[config.mk]
export PLATFORM = sky130hd
export DESIGN_NAME = axi_rd_arbiter
export DESIGN_NICKNAME = d
export VERILOG_FILES = /design/src/rtl/axi_rd_arbiter_pkg.sv /design/src/rtl/axi_rd_arbiter_rr_pick2.sv /design/src/rtl/axi_rd_arbiter.sv
export SDC_FILE = /design/constraint.sdc
export NUM_CORES = 1
export LEC_CHECK = 0
export BUFFER_PORTS_ARGS = -buffer_cell sky130_fd_sc_hd__buf_2
export CAP_MARGIN = 20
export CELL_PAD_IN_SITES_DETAIL_PLACEMENT = 1
export CELL_PAD_IN_SITES_GLOBAL_PLACEMENT = 1
export CORE_MARGIN = 8
export CORE_UTILIZATION = 16
export CTS_BUF_LIST = sky130_fd_sc_hd__clkbuf_8
export DETAILED_ROUTE_END_ITERATION = 7
export PLACE_DENSITY_LB_ADDON = 0.1
export SLEW_MARGIN = 20
export SYNTH_ARGS = -nofsm -noshare
export SYNTH_HDL_FRONTEND = slang
export SYNTH_SLANG_ARGS = --single-unit
[constraint.sdc]
create_clock -name CLK -period 1.9 [get_ports CLK]
set_clock_uncertainty 0.2 [all_clocks]
set_input_delay 0.38 -clock CLK [delete_from_list [all_inputs] [get_ports CLK]]
set_output_delay 0.38 -clock CLK [all_outputs]
set_load 0.05 [all_outputs]
[src/rtl/axi_rd_arbiter_pkg.sv]
// Shared encodings for the two-master AXI4-Lite read arbiter.
package axi_rd_arbiter_pkg;

    typedef enum logic [1:0] {
        ST_IDLE = 2'd0,
        ST_ADDR = 2'd1,
        ST_DATA = 2'd2
    } arb_state_t;

    localparam logic GNT_IF  = 1'b0;
    localparam logic GNT_LSU = 1'b1;

endpackage

[src/rtl/axi_rd_arbiter_rr_pick2.sv]
// Two-way request picker: round-robin on ties, or master 0 wins ties when fixed.
module rr_pick2
    import axi_rd_arbiter_pkg::*;
(
    input  logic [1:0] req,
    input  logic       last,
    input  logic       fixed,
    output logic       gnt
);

    always_comb begin
        gnt = GNT_IF;
        if (req == 2'b11) begin
            gnt = fixed ? GNT_IF : ~last;
        end else if (req[1]) begin
            gnt = GNT_LSU;
        end
    end

endmodule

[src/rtl/axi_rd_arbiter.sv]
// Two-master to one-slave AXI4-Lite read arbiter, one outstanding transaction,
// with discard of a fetch response orphaned by a pipeline flush.
module axi_rd_arbiter
    import axi_rd_arbiter_pkg::*;
#(
    parameter int unsigned ADDR_WIDTH = 32,
    parameter int unsigned DATA_WIDTH = 32,
    parameter int unsigned PROT_WIDTH = 3,
    parameter int unsigned RESP_WIDTH = 4,
    parameter int unsigned FIXED_PRIO = 0
) (
    input  logic                  CLK,
    input  logic                  RST,
    input  logic                  s0_arvalid,
    output logic                  s0_arready,
    input  logic [ADDR_WIDTH-1:0] s0_araddr,
    input  logic [PROT_WIDTH-1:0] s0_arprot,
    output logic                  s0_rvalid,
    input  logic                  s0_rready,
    output logic [DATA_WIDTH-1:0] s0_rdata,
    output logic [RESP_WIDTH-1:0] s0_rresp,
    input  logic                  s0_flush,
    input  logic                  s1_arvalid,
    output logic                  s1_arready,
    input  logic [ADDR_WIDTH-1:0] s1_araddr,
    input  logic [PROT_WIDTH-1:0] s1_arprot,
    output logic                  s1_rvalid,
    input  logic                  s1_rready,
    output logic [DATA_WIDTH-1:0] s1_rdata,
    output logic [RESP_WIDTH-1:0] s1_rresp,
    output logic                  m_arvalid,
    input  logic                  m_arready,
    output logic [ADDR_WIDTH-1:0] m_araddr,
    output logic [PROT_WIDTH-1:0] m_arprot,
    input  logic                  m_rvalid,
    output logic                  m_rready,
    input  logic [DATA_WIDTH-1:0] m_rdata,
    input  logic [RESP_WIDTH-1:0] m_rresp,
    output logic                  arb_busy
);

    localparam logic FIXED = (FIXED_PRIO != 0);

    arb_state_t state;
    logic       grant;
    logic       last_grant;
    logic       drop;
    logic       pick;
    logic       in_addr;
    logic       in_data;
    logic       flush_hit;
    logic       drop_now;
    logic       gnt_rready;

    rr_pick2 u_pick (
        .req   ({s1_arvalid, s0_arvalid}),
        .last  (last_grant),
        .fixed (FIXED),
        .gnt   (pick)
    );

    assign in_addr    = (state == ST_ADDR);
    assign in_data    = (state == ST_DATA);
    assign flush_hit  = s0_flush & (grant == GNT_IF);
    // A flush landing on the response beat itself must already hide that beat.
    assign drop_now   = drop | flush_hit;
    assign gnt_rready = (grant == GNT_LSU) ? s1_rready : s0_rready;

    always_comb begin
        arb_busy   = (state != ST_IDLE);
        m_arvalid  = in_addr;
        m_araddr   = (grant == GNT_LSU) ? s1_araddr : s0_araddr;
        m_arprot   = (grant == GNT_LSU) ? s1_arprot : s0_arprot;
        s0_arready = in_addr & (grant == GNT_IF) & m_arready;
        s1_arready = in_addr & (grant == GNT_LSU) & m_arready;
        m_rready   = in_data & (drop_now | gnt_rready);
        s0_rvalid  = in_data & (grant == GNT_IF) & m_rvalid & ~drop_now;
        s1_rvalid  = in_data & (grant == GNT_LSU) & m_rvalid;
        s0_rdata   = m_rdata;
        s1_rdata   = m_rdata;
        s0_rresp   = m_rresp;
        s1_rresp   = m_rresp;
    end

    always_ff @(posedge CLK) begin
        if (RST) begin
            state      <= ST_IDLE;
            grant      <= GNT_IF;
            last_grant <= GNT_LSU;
            drop       <= 1'b0;
        end else begin
            case (state)
                ST_IDLE: begin
                    if (s0_arvalid | s1_arvalid) begin
                        grant <= pick;
                        state <= ST_ADDR;
                    end
                end
                ST_ADDR: begin
                    if (flush_hit) drop <= 1'b1;
                    if (m_arready) state <= ST_DATA;
                end
                ST_DATA: begin
                    if (m_rvalid & m_rready) begin
                        state      <= ST_IDLE;
                        last_grant <= grant;
                        drop       <= 1'b0;
                    end else if (flush_hit) begin
                        drop <= 1'b1;
                    end
                end
                default: state <= ST_IDLE;
            endcase
        end
    end

endmodule

==> impl_metrics.json, run 1 <==
{
  "outcome": "complete, but fails checks",
  "violations": "negative setup slack",
  "rsz0062_at_grt": "true",
  "layout_min_cycle_time_ns": 1.92,
  "clock-sinks": 5,
  "finalSetupViolCount": 28,
  "dieArea_sq_um": 11400,
  "syn_to_final_growth_pct": 51.9,
  "drtPass1Iterations": 4,
  "grtUsageTotal": 0.0883,
  "viasPerCell": 3.78,
  "rows": 33,
  "drt-total-wl_um": 5450,
  "whs_endpoint": "grant",
  "diodes": 0,
  "die_x_um": 107,
  "setup.worst_path.end_class": "primary output",
  "hp-class": "input pin to register",
  "drv_slew": 0,
  "hp-start": "RST",
  "top_level_ports": 229,
  "yosys_most_used_dff": "dfxtp_1",
  "fp.dieH_um": 107,
  "yosys_warnings": 0,
  "path_clk_slew_ns": 0.04,
  "grt_pass1_wl_um": 7860,
  "hold_slack_ns": 0.193,
  "worstMarginPinSlew_ns": 0.338,
  "drive_gt1_frac": 0.861,
  "port_buffers": 120,
  "hold_depth": 2,
  "core_sq_um": 8090,
  "synth-edff-count": 0,
  "relSlewSlack": 0.773,
  "hold_violations": 0,
  "initial_core_util": 0.163,
  "fin_util": 0.247,
  "gp_congestion": 0.718,
  "cp.arrival_ns": 1.34,
  "h-tree-depth": 1,
  "final_nets": 336,
  "power.leakage_nw": 0.957,
  "grt_start_max_net_pins": 15,
  "drv_cap": 0,
  "cp.required_ns": 1.32,
  "drc_errors": 0,
  "dp.cells": 313,
  "crit_fanout": 14,
  "r2r_setup_slack_ns": 0.14,
  "drt-initial-drc-count": 16,
  "fin_cells": 321,
  "setup_ws_ns": -0.0212,
  "antenna_found_initial": 0,
  "finalSetupTns_ns": -0.289,
  "wl_per_cell_um": 17.0,
  "synth_nets": 275,
  "path_class": "register to primary output",
  "first_global_vias": 1404,
  "p_per_area_nw_per_um2": 807,
  "worstSetupStartpointType": "register",
  "r2r_cells": 6,
  "cts_made_buffers": 3,
  "finalCritPeriodShare": 1.01,
  "clockBufferDepth": 2,
  "dr_total_vias": 1214,
  "r2r_end": "state[0]",
  "drtAntennaViolNets": 0,
  "rr_startpoint": "grant",
  "fmax_mhz": 521,
  "cts_root_buffer": "clkbuf_8",
  "synth_cell_types": 25,
  "dp_hpwl_um": 4660,
  "ir_drop_uv": 195,
  "avgSynthCellArea_sq_um": 8.45,
  "ys_ff_latch": 5,
  "nFillCells": 994,
  "cts_tree": "done",
  "ys_seq_area_frac": 0.0760,
  "clock_latency_ns": 0.22,
  "ys_async_sr_fraction": 0,
  "netlist_area_sq_um": 1320,
  "grt-ovfl-total": 0,
  "p_total_mw": 1.61,
  "syn_inst": 156
}
==> layout make-up <==
cell class / instances / area, sq um / area share
flip-flops and latches: 5 / 109 / 0.0544
clock buffers: 3 / 41.3 / 0.0206
inverters: 7 / 28.8 / 0.0144
multi-input cells: 68 / 707 / 0.353
well taps: 105 / 131 / 0.0656
clock inverters: 1 / 3.75 / 0.00188
repair buffers: 132 / 981 / 0.490
==> flip-flops by register name, indices dropped and copies added, names as in the netlist <==
register,cells
drop,1
grant,1
last_grant,1
state,2
==> metal layers <==
metal / GRT usage / share of wire
met1: 0.0852 / 0.33
met4: 0.0111 / 0.0024
met3: 0.0558 / 0.12
met2: 0.159 / 0.54
met5: 0 / 0
==> worst max-delay path: stages (launching register included) <==
cell and delay (ns):
dfxtp_4 0.43, buf_12 0.17, mux2_2 0.36, buf_6 0.16
==> worst max path at each step <==
stage | start | endpoint | slack, ns | cells after the start
6_report | grant | m_araddr[24] | -0.02 | 3
5_1_grt | grant | m_arprot[2] | -0.07 | 3
4_1_cts | grant | m_araddr[22] | -0.07 | 3
3_5_place_dp | s0_flush | m_rready | 0.01 | 5
3_3_place_gp | s0_flush | m_rready | 0.02 | 5
2_1_floorplan | grant | s0_rvalid | -0.03 | 3
==> cells in the mapped netlist (all sizes together) (2+ instances only) <==
cell type  count  share of area
buf           76           0.43
mux2          35           0.30
inv            7          0.020
dfxtp          5          0.076
nand2          5          0.014
nor2           5          0.014
ha             4          0.038
nand2b         3          0.014
a311oi         2          0.018
o311ai         2          0.013
==> stage by stage <==
| stage | instance area [sq um] | setup WS (ns) |
|---|---|---|
| 2_1_floorplan | 1360 | -0.0307 |
| 3_3_place_gp | 1600 | 0.0211 |
| 3_5_place_dp | 1600 | 0.0118 |
| 4_1_cts | 1900 | -0.0698 |
| 5_1_grt | 2000 | -0.0743 |
| 6_report | 2000 | -0.0212 |
==> cell usage in the layout, fill, tap and decap left out, types with 2 or more instances in the layout <==
cell / instances
buf_2: 80
buf_6: 38
mux2_2: 34
buf_4: 9
inv_1: 7
nand2b_1: 3
nand2_1: 3
clkbuf_8: 3
nand2_4: 2
nor2_4: 2
nor2_2: 2
ha_1: 2
dfxtp_1: 2
dfxtp_4: 2
buf_8: 2
==> report_power, final <==
| part | internal, mW | switching [mW] |
|---|---|---|
| Sequential | 0.136 | 0.0431 |
| Clock | 0.139 | 0.0540 |
| Combinational | 0.511 | 0.732 |
| Total | 0.786 | 0.829 |
==> cells by family after synthesis <==
family	share of synthesized area
buffers and inverters	0.445
multiplexers	0.307
flip-flops	0.0760
AND/OR/NAND/NOR	0.0703
adder cells (fa/ha/maj)	0.0380
AO/OA/AOI/OAI	0.0636
==> what timing repair did <==
action / in CTS / in global routing
hold buffers: 0 / 0
cloned: 1 / 0
endpoints found under the setup margin: 39 / 40
pin swaps: 2 / 2
setup buffers: 1 / 2
gates resized for setup: 72 / 25
No activity file was read; power rests on OpenSTA's default activity.
==> run 2, diff against run 1 <==
Settings changed: SKIP_LAST_GASP set to 1.
==> impl_metrics.json, run 2 (synthesized netlist as in run 1, its figures left out) <==
{
  "outcome": "complete, but fails checks",
  "violations": "negative setup slack",
  "drtPass1Iterations": 4,
  "clock_latency_ns": 0.22,
  "dp_hpwl_um": 4660,
  "relSlewSlack": 0.773,
  "final_area_sq_um": 1860,
  "drc_errors": 0,
  "nFillCells": 1007,
  "drv_cap": 0,
  "ir_drop_uv": 183,
  "rr_startpoint": "grant",
  "r2r_cells": 6,
  "hp-start": "RST",
  "setup_ws_ns": -0.0581,
  "seq_area_sq_um": 109,
  "drtAntennaViolNets": 0,
  "fp.dieH_um": 107,
  "m1WireLength_um": 1790,
  "dr_wl_met2_um": 2910,
  "crit_fanout": 10,
  "crit_buf_inv": 2,
  "cts_made_buffers": 3,
  "setup.worst_path.end_class": "primary output",
  "whs_endpoint": "grant",
  "h-tree-depth": 1,
  "core_sq_um": 8090,
  "rsz0062_at_grt": "true",
  "final_cell_mix": "buf_2 (81), buf_4 (43), mux2_2 (35)",
  "dr_total_vias": 1209,
  "r2r_end": "state[0]",
  "viasPerCell": 3.77,
  "cts_tree": "done",
  "cp.arrival_ns": 1.38,
  "layout_commonest_cell": "buf_2",
  "hp-class": "input pin to register",
  "finalSetupViolCount": 35,
  "die_x_um": 107,
  "hold_violations": 0,
  "cts_root_buffer": "clkbuf_8",
  "p_per_area_nw_per_um2": 822,
  "drt-total-wl_um": 5370,
  "wl_per_cell_um": 16.7,
  "crit_slowest_cell": "dfxtp_4",
  "finalCritPeriodShare": 1.03,
  "cp.required_ns": 1.32,
  "top_register": "state",
  "worstMarginPinSlew_ns": 0.338,
  "drt-initial-drc-count": 15,
  "power.leakage_nw": 0.910,
  "largest_register_ff_count": 2,
  "final_nets": 336,
  "antenna_found_initial": 0,
  "port_buffers": 120,
  "p_total_mw": 1.53,
  "cpPeakStageDelay_ns": 0.42,
  "hold_depth": 2,
  "dieArea_sq_um": 11400,
  "clockBufferDepth": 2,
  "grt_start_max_net_pins": 15,
  "crit_family": "flip-flops",
  "placed_cell_area_sq_um": 1600,
  "multi_input_area_sq_um": 703,
  "top_layer": "met4",
  "layout_min_cycle_time_ns": 1.96,
  "wl_met3_um": 644,
  "drv_slew": 0,
  "diodes": 0,
  "path_clk_slew_ns": 0.04,
  "clock-sinks": 5,
  "fmax_mhz": 511,
  "r2r_setup_slack_ns": 0.15,
  "initial_core_util": 0.163,
  "first_global_vias": 1383,
  "gp_congestion": 0.718,
  "path_cells": "buf_6 > mux2_2 > buf_4",
  "syn_to_final_growth_pct": 41.5,
  "worstSetupStartpointType": "register",
  "grt-ovfl-total": 0,
  "grt_pass1_wl_um": 7760,
  "top_level_ports": 229,
  "drive_gt1_frac": 0.861,
  "path_class": "register to primary output",
  "grtUsageTotal": 0.0870,
  "rows": 33
}
run 2: cell count changes in the layout (fill, tap and decap cells not counted), sizes merged:
cell    delta
buf        +1
clkbuf     -1
run 2: where the power goes:
part	switching (mW)	internal, mW
combinational	0.714	0.447
sequential	0.0427	0.136
clock	0.0540	0.139
total	0.810	0.722
run 2: what timing repair did:
item / in CTS / in global routing
resized for setup: 48 / 12
gates cloned: 1 / 0
hold endpoints to repair: 0 / 0
pin swaps: 2 / 2
setup endpoints to repair: 39 / 40
setup buffers: 1 / 2
hold buffers: 0 / 0
run 2: area by class of cell:
class	instances	area share
Inverter	7	0.0154
Clock inverter	1	0.00201
Timing Repair Buffer	132	0.454
Clock buffer	3	0.0221
Tap cell	105	0.0705
Multi-Input combinational cell	68	0.377
Sequential cell	5	0.0584
run 2: per-stage QoR:
step           TNS [ns]  std cells   util  setup WS (ns)  hold WS (ns)
2_1_floorplan   -0.0307        156      -        -0.0307         0.252
3_3_place_gp          0        313  0.198         0.0211         0.292
3_5_place_dp          0        313  0.198         0.0118         0.302
4_1_cts           -1.93        319  0.223        -0.0716         0.200
5_1_grt           -3.05        321  0.230         -0.106         0.208
6_report          -1.10        321  0.230        -0.0581         0.193
run 2: routing by layer:
layer,up-vias,GRT usage
li1,572,-
met1,546,0.0841
met2,85,0.158
met3,6,0.0534
met4,0,0.0111
met5,-,0
run 2: how the worst max path moves through the flow:
stage / end / cells after the start / slack (ns) / start
floorplan: s0_rvalid / 3 / -0.03 / grant
global placement: m_rready / 5 / 0.02 / s0_flush
detailed placement: m_rready / 5 / 0.01 / s0_flush
CTS: m_araddr[24] / 3 / -0.07 / grant
global route: m_araddr[22] / 3 / -0.11 / grant
finish: m_araddr[22] / 3 / -0.06 / grant
==> run 3, diff against run 2 <==
Settings changed: CELL_PAD_IN_SITES_DETAIL_PLACEMENT 1 to not set, CELL_PAD_IN_SITES_GLOBAL_PLACEMENT 1 to not set, CORE_AREA set to 8 8 82 84, CORE_MARGIN 8 to not set, CORE_UTILIZATION 16 to not set, DIE_AREA set to 0 0 90 92, PLACE_DENSITY set to 0.74, PLACE_DENSITY_LB_ADDON 0.1 to not set, SETUP_SLACK_MARGIN set to 0.5.
Clock period 1.9 ns to 2.2 ns, I/O delays scaled along.
==> impl_metrics.json, run 3 (synthesized netlist as in run 1, its figures left out) <==
{
  "hp-class": "input pin to register",
  "viasPerCell": 4.20,
  "fp.dieH_um": 92,
  "layout_commonest_cell": "buf_2",
  "dieArea_sq_um": 8280,
  "syn_to_final_growth_pct": 49.0,
  "final_nets": 334,
  "busiest_layer": "met2",
  "clock-sinks": 5,
  "clockBufferDepth": 2,
  "gp_congestion": 0.766,
  "ir_drop_uv": 346,
  "cp.arrival_ns": 1.34,
  "cts_made_buffers": 3,
  "grtUsageTotal": 0.110,
  "cts_root_buffer": "clkbuf_8",
  "top_register": "state",
  "rsz0062_at_grt": "true",
  "worstSetupStartpointType": "register",
  "r2r_end": "state[1]",
  "antenna_found_initial": 0,
  "drc_errors": 0,
  "seq_area_sq_um": 111,
  "drtPass1Iterations": 3,
  "dp_slack_ns": 0.143,
  "setup_ws_ns": 0.223,
  "fin_cells": 287,
  "critPathLaunch": "grant",
  "r2r_cells": 8,
  "fmax_mhz": 506,
  "port_buffers": 120,
  "nFillCells": 571,
  "largest_register_ff_count": 2,
  "multi_input_area_sq_um": 771,
  "dp.cells": 274,
  "relSlewSlack": 0.801,
  "wl_per_cell_um": 17.0,
  "core_sq_um": 5410,
  "worstMarginPinSlew_ns": 0.298,
  "r2r_setup_slack_ns": 0.55,
  "dp_hpwl_um": 4030,
  "path_clk_slew_ns": 0.04,
  "rows": 27,
  "initial_core_util": 0.244,
  "crit_fanout": 15,
  "cts_tree": "done",
  "finalCritPeriodShare": 0.899,
  "use_met3": 0.0587,
  "cts_hold_buf": 0,
  "finalSetupViolCount": 0,
  "h-tree-depth": 1,
  "drtAntennaViolNets": 0,
  "outcome": "finished clean",
  "top_level_ports": 229,
  "grt_use_met2": 0.211,
  "grt_pass1_wl_um": 7550,
  "die_x_um": 90,
  "clock_latency_ns": 0.23,
  "path_class": "register to primary output",
  "layout_min_cycle_time_ns": 1.98,
  "drt-total-wl_um": 4870,
  "crit_path_end": "m_araddr[4]",
  "hold_violations": 0,
  "p_per_area_nw_per_um2": 756,
  "grt_util_met1": 0.101,
  "grt_start_max_net_pins": 16,
  "cp.required_ns": 1.56,
  "drv_cap": 0,
  "final_cell_mix": "buf_2 (77), mux2_2 (35), buf_4 (31)",
  "drive_gt1_frac": 0.897,
  "dr_total_vias": 1206,
  "setup.worst_path.end_class": "primary output",
  "drt-initial-drc-count": 26,
  "drv_slew": 0,
  "rr_startpoint": "state[1]",
  "grt-ovfl-total": 0,
  "first_global_vias": 1457,
  "power.leakage_nw": 0.929,
  "finalSetupTns_ns": 0
}
[run 3: cell types whose count changed in the layout (fill, tap and decap cells not counted), sizes merged]
| cell | before | now |
|---|---|---|
| buf | 132 | 129 |
| inv | 8 | 6 |
| clkbuf | 3 | 4 |
| clkinv | 0 | 1 |
| clkinvlp | 0 | 1 |
| diode | 0 | 1 |
[run 3: worst min path at each step]
stage | startpoint | endpoint | slack (ns) | depth (start not counted)
finish | RST | grant | 0.26 | 2
global route | RST | grant | 0.26 | 2
CTS | RST | grant | 0.25 | 2
detailed placement | state[0] | state[0] | 0.31 | 2
global placement | state[0] | state[0] | 0.29 | 2
floorplan | last_grant | last_grant | 0.28 | 2
[run 3: layout make-up]
type,instances,area share
antenna,1,0.00127
clock buffer,3,0.0210
clock inverter,1,0.00255
inverter,7,0.0178
multi-input combinational,68,0.393
sequential,5,0.0567
tap,72,0.0459
timing repair buffer,130,0.462
[run 3: worst max-delay path, cell delays in order, from the launching register on]
cell     delay [ns]
dfxtp_4        0.40
buf_12         0.16
mux2_2         0.35
buf_4          0.19
[run 3: what timing repair did]
action	in CTS	in global routing
buffers inserted	7	0
resized for setup	74	12
gates cloned	1	0
pin swaps	3	6
setup endpoints to repair	42	44
[run 3: report_power, final]
group	total, mW	internal (mW)	switching (mW)
Sequential	0.159	0.118	0.0414
Clock	0.178	0.122	0.0553
Combinational	1.15	0.496	0.651
[run 3: per-stage QoR]
stage	cell area, sq um	total power, mW	util	hold WS [ns]
after floorplan	1430	1.21	-	0.275
after global placement	1560	1.02	0.289	0.290
after detailed placement	1560	1.04	0.289	0.311
after CTS	1910	1.46	0.353	0.245
after global routing	1960	1.56	0.363	0.263
final	1960	1.48	0.363	0.258
[run 3: per-layer routing]
layer	vias up	share of wire	routed length, um
li1	576	-	-
met1	525	0.33	1600
met2	95	0.54	2640
met3	10	0.12	582
met4	0	0.0092	45
met5	-	0	0
